[config.mk]
export PLATFORM = sky130hd
export DESIGN_NAME = bitstream_byte_feeder
export DESIGN_NICKNAME = d
export VERILOG_FILES = /design/src/rtl/bitstream_byte_feeder_pkg.sv /design/src/rtl/bitstream_byte_feeder_fifo.sv /design/src/rtl/bitstream_byte_feeder.sv
export SDC_FILE = /design/constraint.sdc
export NUM_CORES = 1
export LEC_CHECK = 0
export ABC_AREA = 1
export ABC_CLOCK_PERIOD_IN_PS = 2300
export CORE_UTILIZATION = 50
export CTS_CLUSTER_DIAMETER = 150
export CTS_CLUSTER_SIZE = 30
export DETAILED_ROUTE_END_ITERATION = 8
export PLACE_DENSITY = 0.76
export SYNTH_ARGS = -nofsm -noshare
export SYNTH_HDL_FRONTEND = slang
export SYNTH_SLANG_ARGS = --single-unit
[constraint.sdc]
create_clock -name clk -period 2.3 [get_ports clk]
set_clock_uncertainty 0.05 [all_clocks]
set_input_delay 0.46 -clock clk [delete_from_list [all_inputs] [get_ports clk]]
set_output_delay 0.46 -clock clk [all_outputs]
set_load 0.05 [all_outputs]
[src/rtl/bitstream_byte_feeder_pkg.sv]
// Shared decoder package: byte type, emulation-prevention byte value,
// default byte FIFO depth and the per-word byte count limit.
package bitstream_byte_feeder_pkg;

    typedef logic [7:0] byte_t;

    localparam byte_t      EPB_BYTE           = 8'h03;
    localparam int         DEFAULT_FIFO_DEPTH = 8;
    localparam logic [2:0] MAX_NBYTES         = 3'd4;

    // Number of bytes to unpack from a word: full word unless it is the last
    // one, and out-of-range counts on the last word fall back to a full word.
    function automatic logic [2:0] word_nbytes(input logic last, input logic [2:0] nbytes);
        logic [2:0] n;
        if (!last) begin
            n = MAX_NBYTES;
        end else if ((nbytes == 3'd0) || (nbytes > MAX_NBYTES)) begin
            n = MAX_NBYTES;
        end else begin
            n = nbytes;
        end
        return n;
    endfunction

endpackage

[src/rtl/bitstream_byte_feeder_fifo.sv]
// byte_fifo: show-ahead byte FIFO. Pointers carry one extra wrap bit so that
// full and empty are told apart; a push into a full FIFO is accepted only
// when a pop happens in the same cycle.
module byte_fifo
    import bitstream_byte_feeder_pkg::*;
#(
    parameter int DEPTH = DEFAULT_FIFO_DEPTH
) (
    input  logic  clk,
    input  logic  reset,
    input  logic  push,
    input  byte_t push_data,
    input  logic  pop,
    output byte_t head,
    output logic  not_empty,
    output logic  full
);

    localparam int AW = $clog2(DEPTH);

    logic [AW:0] wr_ptr_r;
    logic [AW:0] rd_ptr_r;
    byte_t       mem_r [DEPTH];
    logic        empty_s;
    logic        full_s;
    logic        do_push_s;
    logic        do_pop_s;

    assign empty_s   = (wr_ptr_r == rd_ptr_r);
    assign full_s    = (wr_ptr_r[AW-1:0] == rd_ptr_r[AW-1:0]) && (wr_ptr_r[AW] != rd_ptr_r[AW]);
    assign do_pop_s  = pop & ~empty_s;
    assign do_push_s = push & (~full_s | do_pop_s);

    assign head      = empty_s ? 8'h00 : mem_r[rd_ptr_r[AW-1:0]];
    assign not_empty = ~empty_s;
    assign full      = full_s;

    // Pointer update; both pointers wrap naturally through the extra bit.
    always_ff @(posedge clk) begin
        if (reset) begin
            wr_ptr_r <= '0;
            rd_ptr_r <= '0;
        end else begin
            if (do_push_s) begin
                wr_ptr_r <= wr_ptr_r + {{AW{1'b0}}, 1'b1};
            end
            if (do_pop_s) begin
                rd_ptr_r <= rd_ptr_r + {{AW{1'b0}}, 1'b1};
            end
        end
    end

    // Storage write; contents need no reset because the pointers gate reads.
    always_ff @(posedge clk) begin
        if (do_push_s) begin
            mem_r[wr_ptr_r[AW-1:0]] <= push_data;
        end
    end

endmodule

[src/rtl/bitstream_byte_feeder.sv]
// bitstream_byte_feeder: unpacks big-endian 32-bit bitstream words into a
// show-ahead byte FIFO feeding the arithmetic decoder.
// Optional feature macro EPB_REMOVAL_EN: drops an 8'h03 emulation-prevention
// byte that follows two or more pushed 8'h00 bytes and counts the drops.
module bitstream_byte_feeder
    import bitstream_byte_feeder_pkg::*;
#(
    parameter int FIFO_DEPTH = DEFAULT_FIFO_DEPTH
) (
    input  logic        clk,
    input  logic        reset,
    input  logic [31:0] in_word,
    input  logic        in_valid,
    input  logic        in_last,
    input  logic [2:0]  in_nbytes,
    output logic        in_ready,
    input  logic        request_byte,
    output logic [7:0]  data,
    output logic        data_valid,
    output logic        stream_end,
    output logic        underflow,
    output logic [15:0] epb_count
);

    logic [31:0] word_r;
    logic [2:0]  cnt_r;
    logic        last_r;
    logic        last_seen_r;
    logic        underflow_r;
    logic        rst_d_r;
    logic [15:0] epb_cnt_s;

    logic        blank_s;
    byte_t       cur_byte_s;
    byte_t       head_s;
    logic        fifo_ne_s;
    logic        fifo_full_s;
    logic        pop_s;
    logic        step_s;
    logic        drop_s;
    logic        push_s;
    logic        in_ready_s;
    logic        accept_s;

    // Outputs are forced quiet while reset is high and for one cycle after.
    assign blank_s    = reset | rst_d_r;
    assign cur_byte_s = word_r[31:24];
    assign pop_s      = request_byte & fifo_ne_s & ~blank_s;
    assign step_s     = (cnt_r != 3'd0) & (~fifo_full_s | pop_s);
    assign push_s     = step_s & ~drop_s;
    assign in_ready_s = ~blank_s & ~last_r & ~last_seen_r &
                        ((cnt_r == 3'd0) | ((cnt_r == 3'd1) & step_s));
    assign accept_s   = in_valid & in_ready_s;

    byte_fifo #(
        .DEPTH(FIFO_DEPTH)
    ) u_fifo (
        .clk       (clk),
        .reset     (reset),
        .push      (push_s),
        .push_data (cur_byte_s),
        .pop       (pop_s),
        .head      (head_s),
        .not_empty (fifo_ne_s),
        .full      (fifo_full_s)
    );

    // Unpack register: load on accept, otherwise shift out one byte per step.
    always_ff @(posedge clk) begin
        if (reset) begin
            word_r <= 32'h0000_0000;
            cnt_r  <= 3'd0;
            last_r <= 1'b0;
        end else if (accept_s) begin
            word_r <= in_word;
            cnt_r  <= word_nbytes(in_last, in_nbytes);
            last_r <= in_last;
        end else if (step_s) begin
            word_r <= {word_r[23:0], 8'h00};
            cnt_r  <= cnt_r - 3'd1;
        end
    end

    // Status flags: last-seen, sticky underflow and the post-reset quiet cycle.
    always_ff @(posedge clk) begin
        if (reset) begin
            last_seen_r <= 1'b0;
            underflow_r <= 1'b0;
            rst_d_r     <= 1'b1;
        end else begin
            rst_d_r <= 1'b0;
            if (step_s && (cnt_r == 3'd1) && last_r) begin
                last_seen_r <= 1'b1;
            end
            if (request_byte && !fifo_ne_s && !blank_s) begin
                underflow_r <= 1'b1;
            end
        end
    end

`ifdef EPB_REMOVAL_EN
    logic [1:0]  zero_run_r;
    logic [15:0] epb_cnt_r;

    assign drop_s    = step_s & (cur_byte_s == EPB_BYTE) & (zero_run_r == 2'd2);
    assign epb_cnt_s = epb_cnt_r;

    // Zero-run tracking across words and saturating count of dropped bytes.
    always_ff @(posedge clk) begin
        if (reset) begin
            zero_run_r <= 2'd0;
            epb_cnt_r  <= 16'h0000;
        end else if (step_s) begin
            if (drop_s) begin
                zero_run_r <= 2'd0;
                if (epb_cnt_r != 16'hFFFF) begin
                    epb_cnt_r <= epb_cnt_r + 16'h0001;
                end
            end else if (cur_byte_s == 8'h00) begin
                if (zero_run_r != 2'd2) begin
                    zero_run_r <= zero_run_r + 2'd1;
                end
            end else begin
                zero_run_r <= 2'd0;
            end
        end
    end
`else
    assign drop_s    = 1'b0;
    assign epb_cnt_s = 16'h0000;
`endif

    assign in_ready   = in_ready_s;
    assign data       = blank_s ? 8'h00 : head_s;
    assign data_valid = fifo_ne_s & ~blank_s;
    assign stream_end = last_seen_r & ~fifo_ne_s & ~blank_s;
    assign underflow  = underflow_r & ~blank_s;
    assign epb_count  = blank_s ? 16'h0000 : epb_cnt_s;

endmodule
After elaboration in Yosys (flattened, before gate mapping)
Memories as Yosys holds them, arrays and structs flattened. A register that Yosys moved wholly into a read port is not among the register bits.
Cells that the tools add are included.
Word-level totals
  register bits after elaboration: 47
  memory bits (writable): 64
  input bits: 40
  output and inout port bits: 28
  logic and storage cells: 64
  memories kept: 1
Cells by class
  $add $sub $neg: 3
  order comparisons: 1
  equal/unequal tests: 4
  mux-type cells: 13
  bitwise gates (word level): 23
  reductions and logical operators: 11
Memories
  u_fifo.mem_r: words 8, bits a word 8, rd ports 1, clocked after Yosys merged registers in 1, wr ports 1, line bitstream_byte_feeder_fifo.sv:23  | byte_t mem_r [DEPTH];
Operator list (number)
  $mux W32: 2
  $mux W3: 6
  $mux W8: 2
  $and A1 B1 Y1: 14
  $add A4 B1 Y4 const B: 2
  $logic_not A3 Y1: 2
  $logic_and A1 B1 Y1: 5
  $not A1 Y1: 5
  $eq A4 B4 Y1: 1
  $or A1 B1 Y1: 4
  $eq A3 B1 Y1 const B: 1
  $eq A3 B3 Y1: 1
  $gt A3 B3 Y1 const B: 1
  $mux W1: 3
  $reduce_bool A3 Y1: 1
  $sub A3 B1 Y3 const B: 1
  $reduce_bool A2 Y1: 1
  $logic_not A1 Y1: 1
  $logic_or A1 B1 Y1: 1
  $ne A1 B1 Y1: 1

Depth between registers and ports, before layout
Gate-level depths: netlist of run 1.
  word-level depth: 11
  gate-level depth with buffers: 13
  mapped depth without buffers: 12

Cells and area by module
A second synthesis of run 1 with hierarchy kept.
Unflattened totals
  cells, all modules: 635
  area total of the unflattened synthesis: 5456.5 µm²
By module, submodules not included
  byte_fifo: times used 1, cells an instance 283, area an instance 3140.5 µm²
  bitstream_byte_feeder: times used 1, cells an instance 352, area an instance 2316.0 µm²

Worst setup path after synthesis of run 1
OpenSTA, ideal clock, no wires.
  path kind: input to output
  start: input reset
  end: output data[0]
  arrival time: 2.641 ns
  required time: 1.790 ns
  slack: -0.851 ns
  cell stages on the path: 6
  buffers on the path: 1
  path through: buf_6 nor2_2 inv_2 nor2_1 o21ai_0 a31oi_1
Between the ends
  word-level cells in the longest chain between the ends: 2
RTL lines
  start: declaration: line bitstream_byte_feeder.sv:11  | input logic reset,
  $or A1 B1 Y1: line bitstream_byte_feeder.sv:46  | assign blank_s = reset | rst_d_r;
  $mux W8: line bitstream_byte_feeder.sv:134  | assign data = blank_s ? 8'h00 : head_s;
  end: declaration: line bitstream_byte_feeder.sv:18  | output logic [7:0] data,
Every way passes these cells.

Final worst setup path of run 1
  start: register u_fifo.wr_ptr_r[3]
  end: output data[4]
Between the ends
  word-level cells in the longest chain between the ends: 3
RTL lines
  start: declaration: line bitstream_byte_feeder_fifo.sv:21  | logic [AW:0] wr_ptr_r;
  start signal: assignment: line bitstream_byte_feeder_fifo.sv:45  | wr_ptr_r <= wr_ptr_r + {{AW{1'b0}}, 1'b1};
  $eq A4 B4 Y1: line bitstream_byte_feeder_fifo.sv:29  | assign empty_s = (wr_ptr_r == rd_ptr_r);
  $mux W8: line bitstream_byte_feeder_fifo.sv:34  | assign head = empty_s ? 8'h00 : mem_r[rd_ptr_r[AW-1:0]];
  $mux W8: line bitstream_byte_feeder.sv:134
Every way passes these cells.

==> impl_metrics.env, run 1 <==
export IMPL_overflow=0
export IMPL_clockRootBuffer="clkbuf_8"
export IMPL_dieHeight_um=104
export IMPL_status="finished, violations left"
export IMPL_cts_tree="built"
export IMPL_worst_ir_drop_vdd_uv=695
export IMPL_clock_path_buffers=2
export IMPL_clkTransAtPathRegs_ps=60
export IMPL_clock_latency_ps=510
export IMPL_diodes=0
export IMPL_setup_viol=9
export IMPL_critPathLaunch="u_fifo.wr_ptr_r[3]"
export IMPL_synth_distinct_cells=29
export IMPL_core_mm2=0.0102
export IMPL_design_area_mm2=0.00717
export IMPL_ys_ff_latch=114
export IMPL_leakage_nw=2.84
export IMPL_dpl_cell_area_mm2=0.00619
export IMPL_fp_dieW_um=104
export IMPL_drcViolationCount=0
export IMPL_first_iter_violations=274
export IMPL_h_tree_depth=4
export IMPL_whs_ps=427
export IMPL_dp_hpwl_mm=7.58
export IMPL_crit_required_ps=1790
export IMPL_place_congestion=0.832
export IMPL_p_per_area_mw_per_mm2=1100
export IMPL_yosysWarningCount=0
export IMPL_dr_pass1_iters=5
export IMPL_vias=4501
export IMPL_hold_class="reg2reg"
export IMPL_cts_buffers=17
export IMPL_drv_slew=0
export IMPL_crit_arrival_ps=1970
export IMPL_finalCriticalPeriod_ps=2480
export IMPL_critPathLaunchType="register"
export IMPL_grt_max_degree=38
export IMPL_r2r_end="word_r[16]"
export IMPL_max_freq_mhz=404
export IMPL_syn_instance_count=587
export IMPL_area_growth_synth_to_final_pct=36.7
export IMPL_drive_gt1_share_pct=22.1
export IMPL_rrSetupSlack_ps=320
export IMPL_fillers=745
export IMPL_hold_viol_final=0
export IMPL_postRouteAntennaNets=0
export IMPL_gr_usage_all_layers_pct=24.9
export IMPL_clock_sinks=114
export IMPL_setup_slack_ps=-175
export IMPL_wirelength_mm=13.1
export IMPL_viasPerCell=5.50
export IMPL_grt_pass1_wl_mm=21.0
export IMPL_drv_cap=0
export IMPL_antenna_found_initial=0
export IMPL_r2r_cells=13
export IMPL_fin_nets=716
export IMPL_syn_area_per_cell_um2=8.94
export IMPL_crit_type="reg2out"
export IMPL_rsz0062_at_grt="true"
export IMPL_critPathCapture="data[4]"
export IMPL_placementRows=37
export IMPL_tns_ps=-1280
export IMPL_pre_cts_ws_ps=-164
export IMPL_io_buffers=51
export IMPL_dpl_cell_count=769
export IMPL_reg2reg_from="u_fifo.wr_ptr_r[1]"
export IMPL_crit_fanout=5
export IMPL_initial_core_util_pct=51.3
export IMPL_fin_cells=819
export IMPL_wl_per_cell_um=15.9
export IMPL_io_pins=68
export IMPL_violations="negative setup slack"
export IMPL_finalCritPeriodShare_pct=108
export IMPL_end_kind="output pin"
export IMPL_synth_area_mm2=0.00525
export IMPL_ys_seq_area_share_pct=55.7
export IMPL_dieArea_mm2=0.0109
export IMPL_grt_pass1_vias=4423
[cell usage in the layout (no fill, tap or decap), types with 9 or more instances in the layout]
cell type / n
nand3_1: 45
buf_4: 35
inv_1: 39
a21oi_1: 45
buf_12: 17
o21ai_0: 34
clkbuf_16: 16
edfxtp_1: 64
conb_1: 16
dfxtp_1: 41
nand4_1: 28
nand2_1: 100
nor2_1: 62
inv_2: 9
clkdlybuf4s50_1: 38
[what timing repair did]
action	in CTS	in global routing
gates cloned	1	0
gates resized for setup	61	16
hold buffers	0	0
buffers inserted	13	5
endpoints found under the setup margin	10	11
pin swaps	11	10
[routing by layer]
metal	GRT usage (%)	vias up	wire (um)
met3	5.51	36	608
met2	44.9	175	6820
met4	11.6	0	389
met5	0	-	0
li1	-	2136	-
met1	27.8	2154	5240
[worst max-delay path, cell delays in order (launching register included)]
cell	delay [ps]
dfxtp_4	370
xor2_4	180
nor2_2	50
nand2_2	80
inv_2	60
nor2_4	120
buf_8	170
o21ai_4	70
a31oi_4	170
buf_12	160
[final cells by class]
type,count,area (um2),area share [%]
clock buffers,17,414,5.77
clock inverters,15,184,2.56
inverters,51,201,2.81
multi-input cells,386,2120,29.6
flip-flops and latches,114,2950,41.2
well taps,136,170,2.37
repair buffers,100,1130,15.7
[kinds of logic (layout without fill, tap and decap cells)]
group	Yosys count	in the layout	synth area share (%)
compound gates	110	110	11.2
fa+ha+maj	6	6	1.43
xor+xnor	3	3	0.501
simple gates	251	251	21.4
flops	114	114	55.7
buf+inv	102	183	9.73
other cells	1	16	0.0715
[flip-flops by register name, indices dropped and copies added, names as in the netlist, named ones only]
| name | cells |
|---|---|
| cnt_r | 3 |
| last_r | 1 |
| last_seen_r | 1 |
| rst_d_r | 1 |
| u_fifo.mem_r | 64 |
| u_fifo.rd_ptr_r | 4 |
| u_fifo.wr_ptr_r | 4 |
| underflow_r | 1 |
| word_r | 32 |
[power by group]
group,internal [W],switching (W),leakage (nW)
clock network,0.00166,0.000954,0.285
registers,0.00253,0.000196,1.04
logic,0.000980,0.00159,1.51
[synthesized netlist by cell type (all sizes together)]
| cell type | count | area share, % |
|---|---|---|
| a21boi | 1 | 0.36 |
| a21oi | 45 | 4.3 |
| a31oi | 7 | 0.83 |
| buf | 28 | 4.4 |
| clkbuf | 23 | 1.6 |
| conb | 1 | 0.071 |
| dfxtp | 50 | 19 |
| edfxtp | 64 | 37 |
| ha | 6 | 1.4 |
| inv | 51 | 3.6 |
| nand2 | 103 | 7.5 |
| nand3 | 47 | 4.8 |
| nand4 | 28 | 3.3 |
| nor2 | 68 | 5.0 |
| nor3 | 3 | 0.50 |
| o21a | 1 | 0.14 |
| o21ai | 47 | 4.5 |
| o22ai | 9 | 1.1 |
| or2 | 2 | 0.24 |
| xnor2 | 2 | 0.33 |
| xor2 | 1 | 0.17 |
[worst min path at each step]
stage                      startpoint           to  slack [ps]  cells past startpoint
after floorplan           underflow_r  underflow_r         380                      2
after global placement    underflow_r  underflow_r         400                      2
after detailed placement  underflow_r  underflow_r         400                      2
after CTS                 underflow_r  underflow_r         410                      2
after global routing        word_r[1]    word_r[1]         450                      2
final                       word_r[5]    word_r[5]         430                      2
[stage by stage]
step / utilization (%) / power, W
finish: 70.1 / 0.00791
global route: 70.1 / 0.00826
CTS: 69.2 / 0.00779
detailed placement: 60.5 / 0.00496
global placement: 60.5 / 0.00488
floorplan: - / 0.00421
Power figures use the tool's default switching activity.
==> run 2: changes to the inputs <==
--- a/config.mk
+++ b/config.mk
@@ -12,6 +12,7 @@
 export CTS_CLUSTER_SIZE = 30
 export DETAILED_ROUTE_END_ITERATION = 8
 export PLACE_DENSITY = 0.76
+export SKIP_CTS_REPAIR_TIMING = 1
 export SYNTH_ARGS = -nofsm -noshare
 export SYNTH_HDL_FRONTEND = slang
 export SYNTH_SLANG_ARGS = --single-unit
==> run 2 against run 1 <==
  * The flow still finishes with violations (negative setup slack)
  * Hold slack got worse by 55 ps
  * Critical path type unchanged
  * Setup slack worse by 46 ps
  * Cell area is 0.17% lower
  * Flip-flop and latch count unchanged
  * Global-route usage is 2.5 points lower
  * Count of clock-buffer cells in the layout did not move
  * Core utilization is 0.12 points lower
  * Sequential share of layout area is essentially flat
==> impl_metrics.env, run 2 (synthesis gave the netlist of run 1 again) <==
export IMPL_max_freq_mhz=397
export IMPL_io_pins=68
export IMPL_setup_viol=9
export IMPL_vias=4476
export IMPL_cts_buffers=17
export IMPL_hold_class="in2reg"
export IMPL_overflow=0
export IMPL_clockRootBuffer="clkbuf_8"
export IMPL_cp_common_cell="buf_12"
export IMPL_slowest_delay_ps=360
export IMPL_grt_max_degree=38
export IMPL_cp_slowest_cell="dfxtp_4"
export IMPL_cp_cell_sequence="xnor2_2 -> inv_1 -> nor2_2 -> nand2_2 -> inv_4 -> nor2_4 -> buf_12 -> o21ai_2 -> a31oi_4 -> buf_12"
export IMPL_leakage_nw=2.82
export IMPL_hold_viol_final=0
export IMPL_worst_ir_drop_vdd_uv=691
export IMPL_wirelength_mm=12.5
export IMPL_crit_fanout=5
export IMPL_fin_nets=715
export IMPL_design_area_mm2=0.00716
export IMPL_fp_dieW_um=104
export IMPL_p_int_w=0.00517
export IMPL_drv_slew=0
export IMPL_clock_sinks=114
export IMPL_dpl_cell_count=769
export IMPL_tns_ps=-1630
export IMPL_finalCoreUtilization_pct=70.0
export IMPL_diodes=0
export IMPL_placementRows=37
export IMPL_drive_gt1_share_pct=22.6
export IMPL_layout_common_cells="nand2_1, edfxtp_1, nor2_1"
export IMPL_cts_tree="built"
export IMPL_comb_power_share_pct=32.4
export IMPL_multi_input_area_mm2=0.00212
export IMPL_initial_core_util_pct=51.3
export IMPL_pwr_share_seq_pct=34.6
export IMPL_wl_per_cell_um=15.3
export IMPL_crit_buf_inv=4
export IMPL_drcViolationCount=0
export IMPL_dpl_cell_area_mm2=0.00619
export IMPL_h_tree_depth=4
export IMPL_critPathLaunchType="register"
export IMPL_sw_frac_of_total_pct=34.3
export IMPL_status="finished, violations left"
export IMPL_fin_cells=818
export IMPL_whs_ps=372
export IMPL_gr_usage_all_layers_pct=22.5
export IMPL_final_common_cell="nand2_1"
export IMPL_grt_pass1_wl_mm=19.2
export IMPL_dieArea_mm2=0.0109
export IMPL_core_mm2=0.0102
export IMPL_dr_pass1_iters=5
export IMPL_clock_latency_ps=510
export IMPL_largest_register_ffs=64
export IMPL_violations="negative setup slack"
export IMPL_drv_cap=0
export IMPL_first_iter_violations=238
export IMPL_crit_required_ps=1790
export IMPL_crit_arrival_ps=2010
export IMPL_viasPerCell=5.47
export IMPL_fillers=740
export IMPL_place_congestion=0.832
export IMPL_rsz0062_at_grt="true"
export IMPL_dp_hpwl_mm=7.58
export IMPL_crit_family="buffers and inverters"
export IMPL_dieHeight_um=104
export IMPL_crit_type="reg2out"
export IMPL_area_growth_synth_to_final_pct=36.5
export IMPL_register_area_mm2=0.00295
export IMPL_p_clk_share_pct=32.9
export IMPL_antenna_found_initial=0
export IMPL_clkTransAtPathRegs_ps=60
export IMPL_clock_path_buffers=2
export IMPL_io_buffers=51
export IMPL_end_kind="output pin"
export IMPL_finalCriticalPeriod_ps=2520
export IMPL_setup_slack_ps=-221
export IMPL_grt_pass1_vias=4134
export IMPL_finalCritPeriodShare_pct=110
export IMPL_postRouteAntennaNets=0
export IMPL_rrSetupSlack_ps=430
export IMPL_switchingPower_w=0.00270
export IMPL_p_per_area_mw_per_mm2=1100
run 2: cell count changes in the layout (fill, tap and decap cells not counted), moves of 2 or more:
cell	delta
buf_6	-3
inv_1	+2
o21ai_0	-2
dfxtp_4	-2
o21ai_1	+3
inv_2	-5
nand2_1	-6
buf_8	-2
nand2_2	+6
inv_4	+3
buf_12	+4
dfxtp_2	+3
run 2: routing by layer:
metal / vias up / GRT usage, % / wire length (um)
li1: 2134 / - / -
met1: 2148 / 26.6 / 4960
met2: 174 / 38.6 / 6620
met3: 20 / 5.45 / 743
met4: 0 / 9.80 / 194
met5: - / 0 / 0
run 2: worst register-to-register path, cell delays in order (launching register included):
cell and delay, ps:
dfxtp_4 380, inv_4 50, nand2_2 60, nand2_2 50
nor2_2 140, nand4_1 180, nand3_4 130, buf_4 120
nand2_4 60, nand3_4 120, buf_12 190, nand2_1 90
nand2_1 70, a21oi_1 60
run 2: layout make-up:
class	count	area share, %
Clock buffer	17	5.78
Clock inverter	15	2.57
Inverter	51	2.92
Multi-Input combinational cell	387	29.6
Sequential cell	114	41.2
Tap cell	136	2.38
Timing Repair Buffer	98	15.6
run 2: metrics by stage:
stage	power (W)	setup WS [ps]
after floorplan	0.00421	46.6
after global placement	0.00488	-116
after detailed placement	0.00496	-164
after CTS	0.00755	-450
after global routing	0.00825	-272
final	0.00787	-221
run 2: path summary, 6_finish.rpt:
path,start,endpoint,depth (start not counted)
max reg2reg,u_fifo.wr_ptr_r[0],word_r[22],13
min,reset,underflow_r,6
max,u_fifo.rd_ptr_r[2],data[4],10
min reg2reg,underflow_r,underflow_r,2
run 2: power groups by stage:
stage	Combinational [W]	Sequential (W)	Clock [W]
floorplan	0.00154	0.00268	0
global placement	0.00218	0.00270	0
detailed placement	0.00223	0.00273	0
CTS	0.00225	0.00269	0.00261
global route	0.00279	0.00276	0.00271
finish	0.00256	0.00273	0.00259
==> run 3: changes to the inputs <==
--- a/config.mk
+++ b/config.mk
@@ -11,7 +11,8 @@
 export CTS_CLUSTER_DIAMETER = 150
 export CTS_CLUSTER_SIZE = 30
 export DETAILED_ROUTE_END_ITERATION = 8
-export PLACE_DENSITY = 0.76
+export HOLD_SLACK_MARGIN = 0.1
+export PLACE_DENSITY = 0.75
 export SKIP_CTS_REPAIR_TIMING = 1
 export SYNTH_ARGS = -nofsm -noshare
 export SYNTH_HDL_FRONTEND = slang
==> run 3 against run 2 <==
  * The run still ends with negative setup slack left
  * Power grew 0.54%
  * Hold slack gained 9.8 ps
  * Wire length grew 0.62%
  * Sequential power is essentially flat
  * Sequential share of layout area grew 0.29 points
  * Largest power group unchanged
==> impl_metrics.env, run 3 (synthesis gave the netlist of run 1 again) <==
export IMPL_multi_input_area_mm2=0.00210
export IMPL_fp_dieW_um=104
export IMPL_fin_cells=818
export IMPL_hold_viol_final=0
export IMPL_postRouteAntennaNets=0
export IMPL_cp_cell_sequence="xor2_2 -> nor2_2 -> nand2_2 -> inv_4 -> nor2_4 -> buf_12 -> o21ai_2 -> a31oi_4 -> buf_12"
export IMPL_finalCritPeriodShare_pct=109
export IMPL_fillers=769
export IMPL_gr_usage_all_layers_pct=22.3
export IMPL_grt_max_degree=38
export IMPL_worst_ir_drop_vdd_uv=646
export IMPL_placementRows=37
export IMPL_r2r_cells=12
export IMPL_total_power_w=0.00792
export IMPL_wl_per_cell_um=15.4
export IMPL_fin_nets=715
export IMPL_clock_latency_ps=520
export IMPL_clkTransAtPathRegs_ps=60
export IMPL_drv_cap=0
export IMPL_crit_type="reg2out"
export IMPL_crit_required_ps=1790
export IMPL_dpl_cell_count=770
export IMPL_crit_buf_inv=3
export IMPL_leakage_nw=2.80
export IMPL_layout_common_cells="nand2_1, edfxtp_1, nor2_1"
export IMPL_largest_register_ffs=64
export IMPL_initial_core_util_pct=51.3
export IMPL_crit_family="buffers and inverters"
export IMPL_io_pins=68
export IMPL_h_tree_depth=4
export IMPL_slowest_delay_ps=360
export IMPL_first_iter_violations=237
export IMPL_drv_slew=0
export IMPL_cts_buffers=17
export IMPL_hold_class="in2reg"
export IMPL_drive_gt1_share_pct=21.3
export IMPL_p_per_area_mw_per_mm2=1110
export IMPL_cp_slowest_cell="dfxtp_2"
export IMPL_wirelength_mm=12.6
export IMPL_diodes=0
export IMPL_clockRootBuffer="clkbuf_8"
export IMPL_cts_tree="built"
export IMPL_io_buffers=51
export IMPL_dieHeight_um=104
export IMPL_grt_pass1_wl_mm=18.9
export IMPL_antenna_found_initial=0
export IMPL_tightest_slew_ps=603
export IMPL_dp_hpwl_mm=7.44
export IMPL_grt_pass1_vias=4101
export IMPL_rrSetupSlack_ps=200
export IMPL_slew_headroom_pct=59.8
export IMPL_viasPerCell=5.36
export IMPL_status="finished, violations left"
export IMPL_setup_viol=9
export IMPL_max_freq_mhz=398
export IMPL_cp_common_cell="buf_12"
export IMPL_area_growth_synth_to_final_pct=35.4
export IMPL_worst_path_stages=9
export IMPL_rsz0062_at_grt="true"
export IMPL_drcViolationCount=0
export IMPL_clock_sinks=114
export IMPL_whs_path_depth=6
export IMPL_crit_fanout=5
export IMPL_core_mm2=0.0102
export IMPL_critPathLaunchType="register"
export IMPL_overflow=0
export IMPL_clock_path_buffers=2
export IMPL_vias=4384
export IMPL_end_kind="output pin"
export IMPL_final_common_cell="nand2_1"
export IMPL_crit_arrival_ps=2000
export IMPL_violations="negative setup slack"
export IMPL_place_congestion=0.824
export IMPL_register_area_mm2=0.00295
export IMPL_finalCriticalPeriod_ps=2510
export IMPL_dieArea_mm2=0.0109
export IMPL_dr_pass1_iters=5
export IMPL_setup_slack_ps=-211
## run 3: final cells by class
class / instances / area share [%]
tap: 136 / 2.40
multi-input combinational: 387 / 29.6
clock inverter: 15 / 2.55
inverter: 51 / 2.89
sequential: 114 / 41.5
clock buffer: 17 / 5.83
timing repair buffer: 98 / 15.3
## run 3: worst paths after layout
kind | endpoint | startpoint
worst max register to register | word_r[24] | u_fifo.wr_ptr_r[1]
worst min register to register | u_fifo.wr_ptr_r[3] | u_fifo.wr_ptr_r[3]
worst max-delay path | data[4] | u_fifo.wr_ptr_r[3]
worst min-delay path | underflow_r | reset
## run 3: tightest hold or removal path: stages
cell	delay, ps
dlymetal6s2s_1	120
nor2_2	60
nand2_1	70
inv_1	60
nand2_1	70
a21oi_1	50
## run 3: where the power goes
part	internal (W)	switching, W	leakage (nW)
sequential	0.00253	0.000184	1.04
combinational	0.000987	0.00160	1.48
clock	0.00166	0.000958	0.277
total	0.00518	0.00274	2.80
## run 3: metrics by stage
stage                     instance area (um2)  worst slack, ps  setup TNS (ps)  hold slack [ps]  utilization, %
final                                    7100             -211           -1530              382            69.4
after global routing                     7100             -297           -2440              405            69.4
after CTS                                6800             -495           -4180              414            66.4
after detailed placement                 6200             -149           -1000              406            60.6
after global placement                   6200             -109            -744              401            60.6
after floorplan                          5430             46.6               0              384               -
## run 3: routing by layer
metal	GRT usage (%)	vias up	part of all wire [%]
met2	39.2	174	52
met3	5.76	20	6.0
met5	0	-	0
met4	8.37	0	1.7
li1	-	2143	-
met1	26.0	2047	40
